### config.mk
export PLATFORM = sky130hd
export DESIGN_NAME = hazard_scoreboard
export DESIGN_NICKNAME = d
export VERILOG_FILES = /design/src/rtl/hazard_pkg.sv /design/src/rtl/hazard_scoreboard_pend_counter.sv /design/src/rtl/hazard_scoreboard.sv
export SDC_FILE = /design/constraint.sdc
export NUM_CORES = 1
export LEC_CHECK = 0
export ABC_CLOCK_PERIOD_IN_PS = 3700
export CORE_ASPECT_RATIO = 1.1
export CORE_MARGIN = 3
export CORE_UTILIZATION = 49
export CTS_BUF_LIST = sky130_fd_sc_hd__clkbuf_4 sky130_fd_sc_hd__clkbuf_8 sky130_fd_sc_hd__clkbuf_16
export DETAILED_ROUTE_END_ITERATION = 7
export PLACE_DENSITY = 0.73
export RECOVER_POWER = 100
export SYNTH_ARGS = -nofsm -noshare
export SYNTH_HDL_FRONTEND = slang
export SYNTH_SLANG_ARGS = --single-unit
### constraint.sdc
create_clock -name clk_i -period 3.7 [get_ports clk_i]
set_clock_uncertainty 0.15 [all_clocks]
set_input_delay 1.11 -clock clk_i [delete_from_list [all_inputs] [get_ports clk_i]]
set_output_delay 1.11 -clock clk_i [all_outputs]
set_load 0.005 [all_outputs]
### src/rtl/hazard_pkg.sv
// Shared decode helpers for the hazard scoreboard.
// Holds the RV32 opcode constants the scoreboard cares about, the M-extension
// funct7 marker, and small decode functions:
//   uses_rs1(inst)  - instruction reads its rs1 field
//   uses_rs2(inst)  - instruction reads its rs2 field
//   prod_lat(inst, load_lat, mul_lat) - producer latency, 0 for forwarded ALU ops
package hazard_pkg;

  localparam logic [6:0] OP_LOAD   = 7'b0000011;
  localparam logic [6:0] OP_OP     = 7'b0110011;
  localparam logic [6:0] OP_STORE  = 7'b0100011;
  localparam logic [6:0] OP_BRANCH = 7'b1100011;
  localparam logic [6:0] OP_LUI    = 7'b0110111;
  localparam logic [6:0] OP_AUIPC  = 7'b0010111;
  localparam logic [6:0] OP_JAL    = 7'b1101111;

  localparam logic [6:0] FUNCT7_MULDIV = 7'b0000001;

  function automatic logic uses_rs1(input logic [31:0] inst);
    return !(inst[6:0] inside {OP_LUI, OP_AUIPC, OP_JAL});
  endfunction

  function automatic logic uses_rs2(input logic [31:0] inst);
    return inst[6:0] inside {OP_OP, OP_STORE, OP_BRANCH};
  endfunction

  // Latency of a multi-cycle producer; 0 means the result is forwarded and
  // no scoreboard entry is needed.
  function automatic int prod_lat(input logic [31:0] inst, input int load_lat,
                                  input int mul_lat);
    if (inst[6:0] == OP_LOAD)
      return load_lat;
    else if (inst[6:0] == OP_OP && inst[31:25] == FUNCT7_MULDIV)
      return mul_lat;
    else
      return 0;
  endfunction

endpackage

### src/rtl/hazard_scoreboard_pend_counter.sv
// pend_counter: one scoreboard entry, a loadable down-counter.
// Ports:
//   clk, rst (async, active-high)
//   load      - take load_val this cycle (wins over the decrement)
//   load_val  - value to load
//   value     - current count
//   nonzero   - value != 0
// The counter stops at zero, it never wraps.
module pend_counter #(
  parameter int CW = 2
) (
  input  logic          clk,
  input  logic          rst,
  input  logic          load,
  input  logic [CW-1:0] load_val,
  output logic [CW-1:0] value,
  output logic          nonzero
);

  always_ff @(posedge clk or posedge rst) begin
    if (rst)
      value <= '0;
    else if (load)
      value <= load_val;
    else if (value != '0)
      value <= value - 1'b1;
  end

  assign nonzero = |value;

endmodule

### src/rtl/hazard_scoreboard.sv
// hazard_scoreboard: data-hazard unit beside the decode stage.
// Tracks multi-cycle producers (loads, mul/div) with one countdown counter per
// architectural register and stalls the consumer waiting in F until the
// producer's result is forwardable.
// Ports:
//   clk_i, rst_i (async, active-high)
//   instF_i        - consumer instruction in F
//   instD_i        - producer instruction in D
//   issue_valid_i  - instD_i advances to EX this cycle
//   flush_i        - F/D squash
//   clr_stats_i    - synchronous clear of stall_count_o
//   need_stall_o   - hold F/D, bubble into EX (combinational)
//   busy_o         - some counter is nonzero
//   stall_count_o  - saturating stalled-cycle count
module hazard_scoreboard
  import hazard_pkg::*;
#(
  parameter int NUM_REGS = 32,
  parameter int LOAD_LAT = 2,
  parameter int MUL_LAT  = 3,
  parameter int STAT_W   = 16
) (
  input  logic              clk_i,
  input  logic              rst_i,
  input  logic [31:0]       instF_i,
  input  logic [31:0]       instD_i,
  input  logic              issue_valid_i,
  input  logic              flush_i,
  input  logic              clr_stats_i,
  output logic              need_stall_o,
  output logic              busy_o,
  output logic [STAT_W-1:0] stall_count_o
);

  localparam int MAX_LAT = (LOAD_LAT > MUL_LAT) ? LOAD_LAT : MUL_LAT;
  // Keep at least one bit even when every producer has latency 1.
  localparam int CW = ($clog2(MAX_LAT) < 1) ? 1 : $clog2(MAX_LAT);

  logic [4:0]    rs1, rs2, rd_d;
  logic          use1, use2;
  int            lat_d;
  logic          prod_long;
  logic          alloc;
  logic [CW-1:0] alloc_val;
  logic          hit_pend, hit_issue;

  logic [NUM_REGS-1:0] pend_nz;
  logic [CW-1:0]       pend_val [NUM_REGS];

  assign rs1  = instF_i[19:15];
  assign rs2  = instF_i[24:20];
  assign rd_d = instD_i[11:7];
  assign use1 = uses_rs1(instF_i);
  assign use2 = uses_rs2(instF_i);

  assign lat_d     = prod_lat(instD_i, LOAD_LAT, MUL_LAT);
  assign prod_long = (lat_d >= 2) && (rd_d != 5'd0);
  assign alloc     = issue_valid_i && !flush_i && prod_long;
  // The same-cycle stall (hit_issue) already covers one bubble, so the
  // counter only has to cover the remaining L-2 cycles.
  assign alloc_val = CW'(lat_d - 2);

  // x0 is never tracked.
  assign pend_nz[0]  = 1'b0;
  assign pend_val[0] = '0;

  genvar gi;
  generate
    for (gi = 1; gi < NUM_REGS; gi++) begin : g_pend
      pend_counter #(.CW(CW)) u_cnt (
        .clk      (clk_i),
        .rst      (rst_i),
        .load     (alloc && (rd_d == 5'(gi))),
        .load_val (alloc_val),
        .value    (pend_val[gi]),
        .nonzero  (pend_nz[gi])
      );
    end
  endgenerate

  always_comb begin
    hit_pend = 1'b0;
    if (use1 && (int'(rs1) < NUM_REGS) && (pend_val[rs1] != '0))
      hit_pend = 1'b1;
    if (use2 && (int'(rs2) < NUM_REGS) && (pend_val[rs2] != '0))
      hit_pend = 1'b1;
  end

  assign hit_issue = issue_valid_i && prod_long &&
                     ((use1 && rs1 == rd_d) || (use2 && rs2 == rd_d));

  // Masked by reset so a same-cycle D producer cannot stall while in reset.
  assign need_stall_o = (hit_pend || hit_issue) && !flush_i && !rst_i;
  assign busy_o       = |pend_nz;

  always_ff @(posedge clk_i or posedge rst_i) begin
    if (rst_i)
      stall_count_o <= '0;
    else if (clr_stats_i)
      stall_count_o <= '0;
    else if (need_stall_o && (stall_count_o != '1))
      stall_count_o <= stall_count_o + 1'b1;
  end

endmodule
==> Yosys cells after proc, flatten, opt, wreduce, memory -nomap -nowiden <==
Index checks and enable logic that the tools add are counted.
{ "word_totals": {"wordCells": 305, "inputBits": 69, "ff_bits": 78, "output_inout_bits": 18} }
{ "op_classes": {"bitwise_logic": 2, "muxes": 74, "n_reduce_logical": 118, "add_sub_neg": 33, "n_eq_ne": 43, "n_lt_le_gt_ge": 3} }
{ "op_table": {"columns": ["operator", "n"], "rows": [
  ["$mux 2", 68],
  ["$reduce_bool 2->1", 65],
  ["$eq 5x5->1 const B", 16],
  ["$reduce_or 62->1", 1],
  ["$sub 2x1->2 const B", 31],
  ["$logic_and 1x1->1", 44],
  ["$eq 5x4->1 const B", 8],
  ["$ge 32x3->1 const B", 1],
  ["$mux 16", 2],
  ["$eq 7x6->1 const B", 4],
  ["$bmux 2 s5", 2],
  ["$eq 5x3->1 const B", 4],
  ["$add 16x1->16 const B", 1],
  ["$ne 16x16->1 const B", 1],
  ["$eq 7x7->1 const B", 2],
  ["$ge 6x6->1 const B", 2],
  ["$not 5->6", 2],
  ["$eq 5x2->1 const B", 2],
  ["$eq 5x5->1", 2],
  ["$eq 7x1->1 const B", 1],
  ["$eq 7x2->1 const B", 1],
  ["$eq 7x5->1 const B", 1],
  ["$reduce_bool 3->1", 2],
  ["$eq 5x1->1 const B", 1],
  ["other kinds (5)", 9]
]} }

==> Depth between registers and ports, before layout <==
Gate-level depths: netlist of the first run.
{ "logic_depth": {"ltp_word": 14, "mapped_depth": 11, "ltp_nobuf": 8} }

==> By module <==
A second synthesis of the first run with hierarchy kept.
{ "hier_totals": {"cells_unflattened": 741, "area_unflattened_um2": 6336.1} }
{ "modules_own_cells": {"columns": ["mod", "area_each_um2", "instances", "seq_area_each_um2", "cells_per_inst"], "rows": [
  ["pend_counter", 123.9, 31, 50.0, 14],
  ["hazard_scoreboard", 2496.1, 1, 400.4, 307]
]} }

==> Worst setup path after synthesis of the first run <==
Ideal clock, no wire load.
{ "synth_path": {"path_kind": "input -> output", "startpoint": "input instF_i[17]", "endpoint": "output need_stall_o", "path_buffers": 2, "stages": 8, "t_arrival_ns": 2.651, "setup_slack_ns": -0.211, "required_ns": 2.440, "cell_sequence": "buf_2 -> buf_1 -> mux4_2 -> nor2_1 -> nor4_1 -> nor4_1 -> nor2_1 -> inv_1"} }
{ "synth_via": {"elab_chain_cells": 11, "word_cells_on_any_way": 15, "classes_between": "eq/ne: 1; mux: 5; bitwise: 1; reduce/logical: 8"} }
{ "synth_rtl": {"columns": ["element", "line_no", "text"], "rows": [
  ["start: declaration", "hazard_scoreboard.sv:25", "input logic [31:0] instF_i,"],
  ["$not 5->6 (not written as such)", "hazard_scoreboard.sv:83", "if (use1 && (int'(rs1) < NUM_REGS) && (pend_val[rs1] != '0))"],
  ["$bmux 2 s5", "hazard_scoreboard.sv:83", null],
  ["$mux 2 (not written as such) (2 in a row)", "hazard_scoreboard.sv:83", null],
  ["$reduce_bool 2->1", "hazard_scoreboard.sv:83", null],
  ["$logic_and 1x1->1", "hazard_scoreboard.sv:83", null],
  ["$mux 1", "hazard_scoreboard.sv:83", null],
  ["$mux 1", "hazard_scoreboard.sv:85", "if (use2 && (int'(rs2) < NUM_REGS) && (pend_val[rs2] != '0))"],
  ["$logic_or 1x1->1 *", "hazard_scoreboard.sv:93", "assign need_stall_o = (hit_pend || hit_issue) && !flush_i && !rst_i;"],
  ["$logic_and 1x1->1 * (2 in a row)", "hazard_scoreboard.sv:93", null],
  ["end: declaration", "hazard_scoreboard.sv:30", "output logic need_stall_o,"]
]} }
Mark *: on every way between the ends. The rest lies on a longest branch, timed or not. The select of a mux whose other input is x is not followed.

==> Final worst setup path of the first run <==
{ "layout_path": {"startpoint": "input instD_i[28]", "endpoint": "output need_stall_o"} }
{ "layout_via": {"elab_chain_cells": 11} }
{ "layout_rtl": {"columns": ["element", "line_no", "text"], "rows": [
  ["start: declaration", "hazard_scoreboard.sv:26", "input logic [31:0] instD_i,"],
  ["$eq 7x1->1", "hazard_pkg.sv:33", "else if (inst[6:0] == OP_OP && inst[31:25] == FUNCT7_MULDIV)"],
  ["$logic_and 1x1->1", "hazard_pkg.sv:33", null],
  ["$mux 2", "hazard_pkg.sv:33", null],
  ["$mux 2", "hazard_pkg.sv:31", "if (inst[6:0] == OP_LOAD)"],
  ["$ge 32x3->1", "hazard_scoreboard.sv:57", "assign prod_long = (lat_d >= 2) && (rd_d != 5'd0);"],
  ["$logic_and 1x1->1", "hazard_scoreboard.sv:57", null],
  ["$logic_and 1x1->1 (2 in a row)", "hazard_scoreboard.sv:89", "assign hit_issue = issue_valid_i && prod_long &&"],
  ["$logic_or 1x1->1", "hazard_scoreboard.sv:93", null],
  ["$logic_and 1x1->1 (2 in a row)", "hazard_scoreboard.sv:93", null]
]} }
Every way passes these cells.

==> impl_metrics.yaml, run 1 <==
global_routing:
  grt_overflow: 0
  antenna_found_initial: 0
  grt_pass1_wl_um: 25200
  track_usage: 0.265
  grt_max_degree: 35
  grt_pass1_vias: 5137
floorplan:
  start_util: 0.508
  core_sq_um: 10500
  io_pins: 87
  row_count: 39
  die_y_um: 115
  die_x_um: 105
  die_area_sq_um: 12200
placed_design:
  dpl.cell_count: 847
  place.port_buffers: 58
  placed_cell_area_sq_um: 6410
  routabilityCongestion: 0.932
  dp_hpwl_um: 11500
  post-place-ws_ns: -1.22
drt:
  firstDrtPassIters: 5
  drtIter0Drc: 379
  wl_um: 15900
  vias: 5049
  viasPerCell: 5.76
  detail-route-antenna-nets: 0
  routedWlPerCell_um: 18.2
  drcViolationCount: 0
layout:
  fillers: 794
  final_common_cell: "nor2_1"
  antenna_cells: 0
  layout.nets: 832
  syn_to_final_growth_pct: 33.6
  stdcell_area_sq_um: 7120
  stdcell_count: 877
  mostFrequentLayoutCells: "114 x nor2_1, 78 x dfrtp_1, 73 x inv_1"
  drive_gt1_frac: 0.181
synthesis:
  synth_area_sq_um: 5330
  synth_edf_count: 0
  synth.avg_cell_area_sq_um: 8.57
  ys_warn_count: 0
  synth_async_sr_flop_share: 1.00
  syn-num-nets: 723
  synthCells: 622
  yosysSeqAreaShare: 0.366
  synth_top_flop_cell: "dfrtp_1"
  synth_seq_cells: 78
  synth_cell_type_count: 53
clocking:
  insertion_delay_ns: 0.34
  cts_hold_buf: 0
  clkTransAtPathRegs_ns: 0.06
  clock_sinks: 78
  cts-buffers-inserted: 9
  h-tree-depth: 3
  clock_path_buffers: 2
  cts_tree: "built"
  cts_root_buf: "clkbuf_16"
power_and_ir_drop:
  power_density_nw_per_um2: 691
  leakagePower_nw: 3.28
  ir_drop_uv: 369
critical_path:
  end_kind: "output port"
  rrSetupSlack_ns: 0.51
  crit_arrival_ns: 2.79
  cp_max_fo: 2
  cp.required_ns: 2.44
  crit_type: "in -> out"
  cp-start-kind: "primary input"
timing:
  period_needed_ns: 4.05
  setup_violations: 1
  fmax_ghz: 0.247
  fin_ws_ns: -0.345
  fin_crit_sh: 1.09
  rsz0062_at_grt: "true"
  fin_setup_tns_ns: -0.345
  worst_pin_slew_ns: 1.08
  final-hold-violation-count: 0
  finalMaxSlewViolations: 0
  slew_headroom: 0.277
hold_path:
  hold_class: "reg -> reg"
job:
  drv_cap: 0
run_status:
  status: "complete, but fails checks"
  violations: "setup timing"
-- synth_stat cells (2+ instances only) --
master	n	area share
buf_2	9	0.0085
a2111oi_0	3	0.0049
nor3_1	21	0.020
mux2i_1	30	0.056
mux4_2	6	0.025
nand4_1	11	0.013
a31oi_1	6	0.0070
nand2b_1	5	0.0059
or4_1	2	0.0028
nor4b_1	2	0.0033
a21oi_1	41	0.038
nand3_1	14	0.013
and3b_1	3	0.0049
ha_1	32	0.075
and2_1	3	0.0035
o31ai_1	4	0.0056
xor2_1	35	0.058
a211o_1	2	0.0033
clkbuf_1	9	0.0063
dfrtp_1	78	0.37
o21ai_0	11	0.010
o21a_1	11	0.015
inv_1	74	0.052
nor4_1	10	0.012
or3b_2	3	0.0049
o211ai_1	4	0.0056
or2_2	2	0.0023
nor2_1	118	0.083
nand2_1	17	0.012
o311ai_0	5	0.0082
nor3b_1	6	0.0085
o41ai_1	3	0.0049
and3_1	3	0.0035
buf_1	3	0.0021
a211oi_1	2	0.0028
xnor2_1	7	0.012
nor2b_1	6	0.0070
or3_1	6	0.0070
-- path summary, 6_finish.rpt --
check	cells past startpoint	to	from
worst max-delay path	9	need_stall_o	instD_i[28]
worst min-delay path	2	g_pend[27].u_cnt.value[1]	g_pend[27].u_cnt.value[1]
worst max register to register	11	stall_count_o[8]	g_pend[23].u_cnt.value[0]
worst min register to register	2	g_pend[27].u_cnt.value[1]	g_pend[27].u_cnt.value[1]
max in group asynchronous	4	g_pend[24].u_cnt.value[1]	rst_i
min in group asynchronous	3	stall_count_o[15]	rst_i
-- state kept, by name, indices dropped and copies added, names as in the netlist --
signal and cells:
g_pend.u_cnt.value 62, stall_count_o 16
-- through the flow --
stage          utilization  hold slack, ns  total power (W)
2_1_floorplan            -           0.353          0.00317
6_report             0.679           0.391          0.00492
3_5_place_dp         0.611           0.383          0.00382
3_3_place_gp         0.611           0.367          0.00361
4_1_cts              0.668           0.398          0.00487
5_1_grt              0.679           0.429          0.00533
-- worst max-delay path, stage by stage --
cell and delay, ns:
clkdlybuf4s50_1 0.41, nor4_2 0.33, nand4_1 0.16, a21oi_2 0.23, o211ai_1 0.15, o211ai_2 0.13
nor2_2 0.08, inv_1 0.06, buf_2 0.11
-- power by group --
| part | total (W) | internal, W | switching [W] | leakage (nW) |
|---|---|---|---|---|
| registers | 0.00164 | 0.00125 | 0.000394 | 0.956 |
| logic | 0.00232 | 0.00106 | 0.00126 | 2.17 |
| clock network | 0.000952 | 0.000600 | 0.000352 | 0.150 |
| total | 0.00492 | 0.00291 | 0.00201 | 3.28 |
-- cell type report --
cell class	count	area [sq um]	area share
clock buffers	10	239	0.0336
clock inverters	4	72.6	0.0102
inverters	75	287	0.0402
multi-input cells	448	3260	0.458
flip-flops and latches	78	1950	0.274
well taps	143	179	0.0251
repair buffers	119	1130	0.159
-- per-layer routing --
layer	wire, um	part of all wire	vias to the layer above	global-route usage
li1	-	-	2360	-
met1	6480	0.41	2469	0.323
met2	7860	0.49	189	0.456
met3	1140	0.071	31	0.0623
met4	451	0.028	0	0.102
met5	0	0	-	0
-- kinds of logic after synthesis --
group                    share of synthesized area
flip-flops                                   0.366
XOR/XNOR                                    0.0690
multiplexers                                0.0838
AO/OA/AOI/OAI                                0.124
buffers and inverters                       0.0697
adder cells (fa/ha/maj)                     0.0751
AND/OR/NAND/NOR                              0.212
-- repair_timing --
action | in CTS | in global routing
setup endpoints to repair | 8 | 16
hold endpoints to repair | 0 | 0
gates resized for setup | 88 | 32
setup buffers | 13 | 5
pin swaps | 23 | 23
gates cloned | 2 | 1
Power figures use the tool's default switching activity.
==> run 2: changes to the inputs <==
--- a/config.mk
+++ b/config.mk
@@ -13,6 +13,7 @@
 export DETAILED_ROUTE_END_ITERATION = 7
 export PLACE_DENSITY = 0.73
 export RECOVER_POWER = 100
+export SKIP_CTS_REPAIR_TIMING = 1
 export SYNTH_ARGS = -nofsm -noshare
 export SYNTH_HDL_FRONTEND = slang
 export SYNTH_SLANG_ARGS = --single-unit
==> constraint.sdc (replaced) <==
create_clock -name clk_i -period 3.7 [get_ports clk_i]
set_clock_uncertainty 0.15 [all_clocks]
set_input_delay 1.11 -clock clk_i [delete_from_list [all_inputs] [get_ports clk_i]]
set_output_delay 1.11 -clock clk_i [all_outputs]
set_load 0.01 [all_outputs]
==> impl_metrics.yaml, run 2 (synthesized netlist as in run 1, its figures left out) <==
run_status:
  status: "complete, but fails checks"
  violations: "setup timing"
timing:
  finalMaxSlewViolations: 0
  fin_crit_sh: 1.10
  rsz0062_at_grt: "true"
  period_needed_ns: 4.05
  slew_headroom: 0.00989
  setup_violations: 1
  fin_ws_ns: -0.352
  worst_pin_slew_ns: 1.49
  fmax_ghz: 0.247
  fin_setup_tns_ns: -0.352
  final-hold-violation-count: 0
layout:
  mostFrequentLayoutCells: "117 x nor2_1, 78 x dfrtp_1, 71 x inv_1"
  largest_reg_flops: 62
  stdcell_count: 874
  stdcell_area_sq_um: 7010
  reg_top3: "g_pend.u_cnt.value: 62 flops, stall_count_o: 16 flops"
  layout.nets: 827
  final_common_cell: "nor2_1"
  syn_to_final_growth_pct: 31.5
  regMostFlops: "g_pend.u_cnt.value"
  antenna_cells: 0
  drive_gt1_frac: 0.161
power_and_ir_drop:
  clkPwrFrac: 0.204
  power.internal_w: 0.00291
  leakagePower_nw: 3.32
  p_sw_w: 0.00199
  power_density_nw_per_um2: 699
  power_frac_seq: 0.331
  combPwrFrac: 0.465
  ir_drop_uv: 444
  sw_frac_of_total: 0.405
floorplan:
  start_util: 0.508
  row_count: 39
  die_y_um: 115
  die_x_um: 105
  io_pins: 87
  die_area_sq_um: 12200
  core_sq_um: 10500
job:
  drv_cap: 0
hold_path:
  hold_class: "reg -> reg"
placed_design:
  placed_cell_area_sq_um: 6460
  routabilityCongestion: 0.911
  dpl.cell_count: 854
  dp_hpwl_um: 11800
  post-place-ws_ns: -1.25
  place.port_buffers: 58
drt:
  vias: 4972
  viasPerCell: 5.69
  drtIter0Drc: 242
  wl_um: 15900
  drcViolationCount: 0
  firstDrtPassIters: 5
  detail-route-antenna-nets: 0
  routedWlPerCell_um: 18.2
clocking:
  h-tree-depth: 3
  cts_root_buf: "clkbuf_16"
  clkTransAtPathRegs_ns: 0.06
  insertion_delay_ns: 0.35
  clock_path_buffers: 2
  cts_tree: "built"
  cts-buffers-inserted: 9
  clock_sinks: 78
global_routing:
  antenna_found_initial: 0
  met2_usage: 0.453
  grt_pass1_wl_um: 25300
  grt_overflow: 0
  top_usage_layer: "met2"
  grt_pass1_vias: 5044
  track_usage: 0.265
  grtUsageMet1: 0.324
  grt_util_met3: 0.0488
  grt_max_degree: 52
critical_path:
  cp_max_fo: 5
  crit_arrival_ns: 2.79
  end_kind: "output port"
  cp-start-kind: "primary input"
  crit_type: "in -> out"
  cp.required_ns: 2.44
==> run 2: cell types whose count changed in the layout (fill, tap and decap cells not counted), sizes merged, moves of 2 or more <==
cell           before  now
clkdlybuf4s15       2    0
buf                63   54
dlygate4sd2        13    0
dlymetal6s2s        2   18
clkdlybuf4s50      15   18
==> run 2: power by group through the flow <==
stage               Combinational [W]  Clock, W  Sequential (W)
finish                        0.00228   0.00100         0.00162
global placement              0.00204         0         0.00158
detailed placement            0.00224         0         0.00160
floorplan                     0.00165         0         0.00152
global route                  0.00264   0.00104         0.00167
CTS                           0.00226   0.00100         0.00159
==> run 2: worst paths after layout <==
kind | startpoint | endpoint | slack, ns | cells past startpoint
max | instF_i[17] | need_stall_o | -0.35 | 10
min | g_pend[27].u_cnt.value[1] | g_pend[27].u_cnt.value[1] | 0.39 | 2
max reg2reg | g_pend[20].u_cnt.value[0] | stall_count_o[13] | 0.82 | 10
min reg2reg | g_pend[27].u_cnt.value[1] | g_pend[27].u_cnt.value[1] | 0.39 | 2
max in group asynchronous | rst_i | g_pend[29].u_cnt.value[0] | 0.74 | 4
min in group asynchronous | rst_i | g_pend[18].u_cnt.value[0] | 1.74 | 4
==> run 2: metrics by stage <==
stage | power (W) | utilization | hold slack (ns)
3_5_place_dp | 0.00385 | 0.616 | 0.383
4_1_cts | 0.00486 | 0.648 | 0.395
2_1_floorplan | 0.00317 | - | 0.353
3_3_place_gp | 0.00362 | 0.616 | 0.368
6_report | 0.00490 | 0.668 | 0.393
5_1_grt | 0.00535 | 0.668 | 0.419
==> run 2: final cells by class <==
class,instances,area [sq um]
multi-input cells,448,3200
flip-flops and latches,78,1950
fillers,836,3480
clock inverters,5,81.3
repair buffers,114,1070
clock buffers,11,253
well taps,143,179
inverters,75,282
==> run 2: per-layer routing <==
layer	vias up	part of all wire
li1	2356	-
met1	2424	0.42
met2	153	0.49
met3	39	0.050
met4	0	0.035
met5	-	0
==> run 2: worst max-delay path, stage by stage <==
cell,delay [ns]
buf_8,0.10
buf_8,0.13
nor3_4,0.16
a31oi_1,0.06
mux4_2,0.49
o211ai_1,0.27
o211ai_2,0.16
nor2_2,0.15
inv_2,0.05
buf_6,0.11
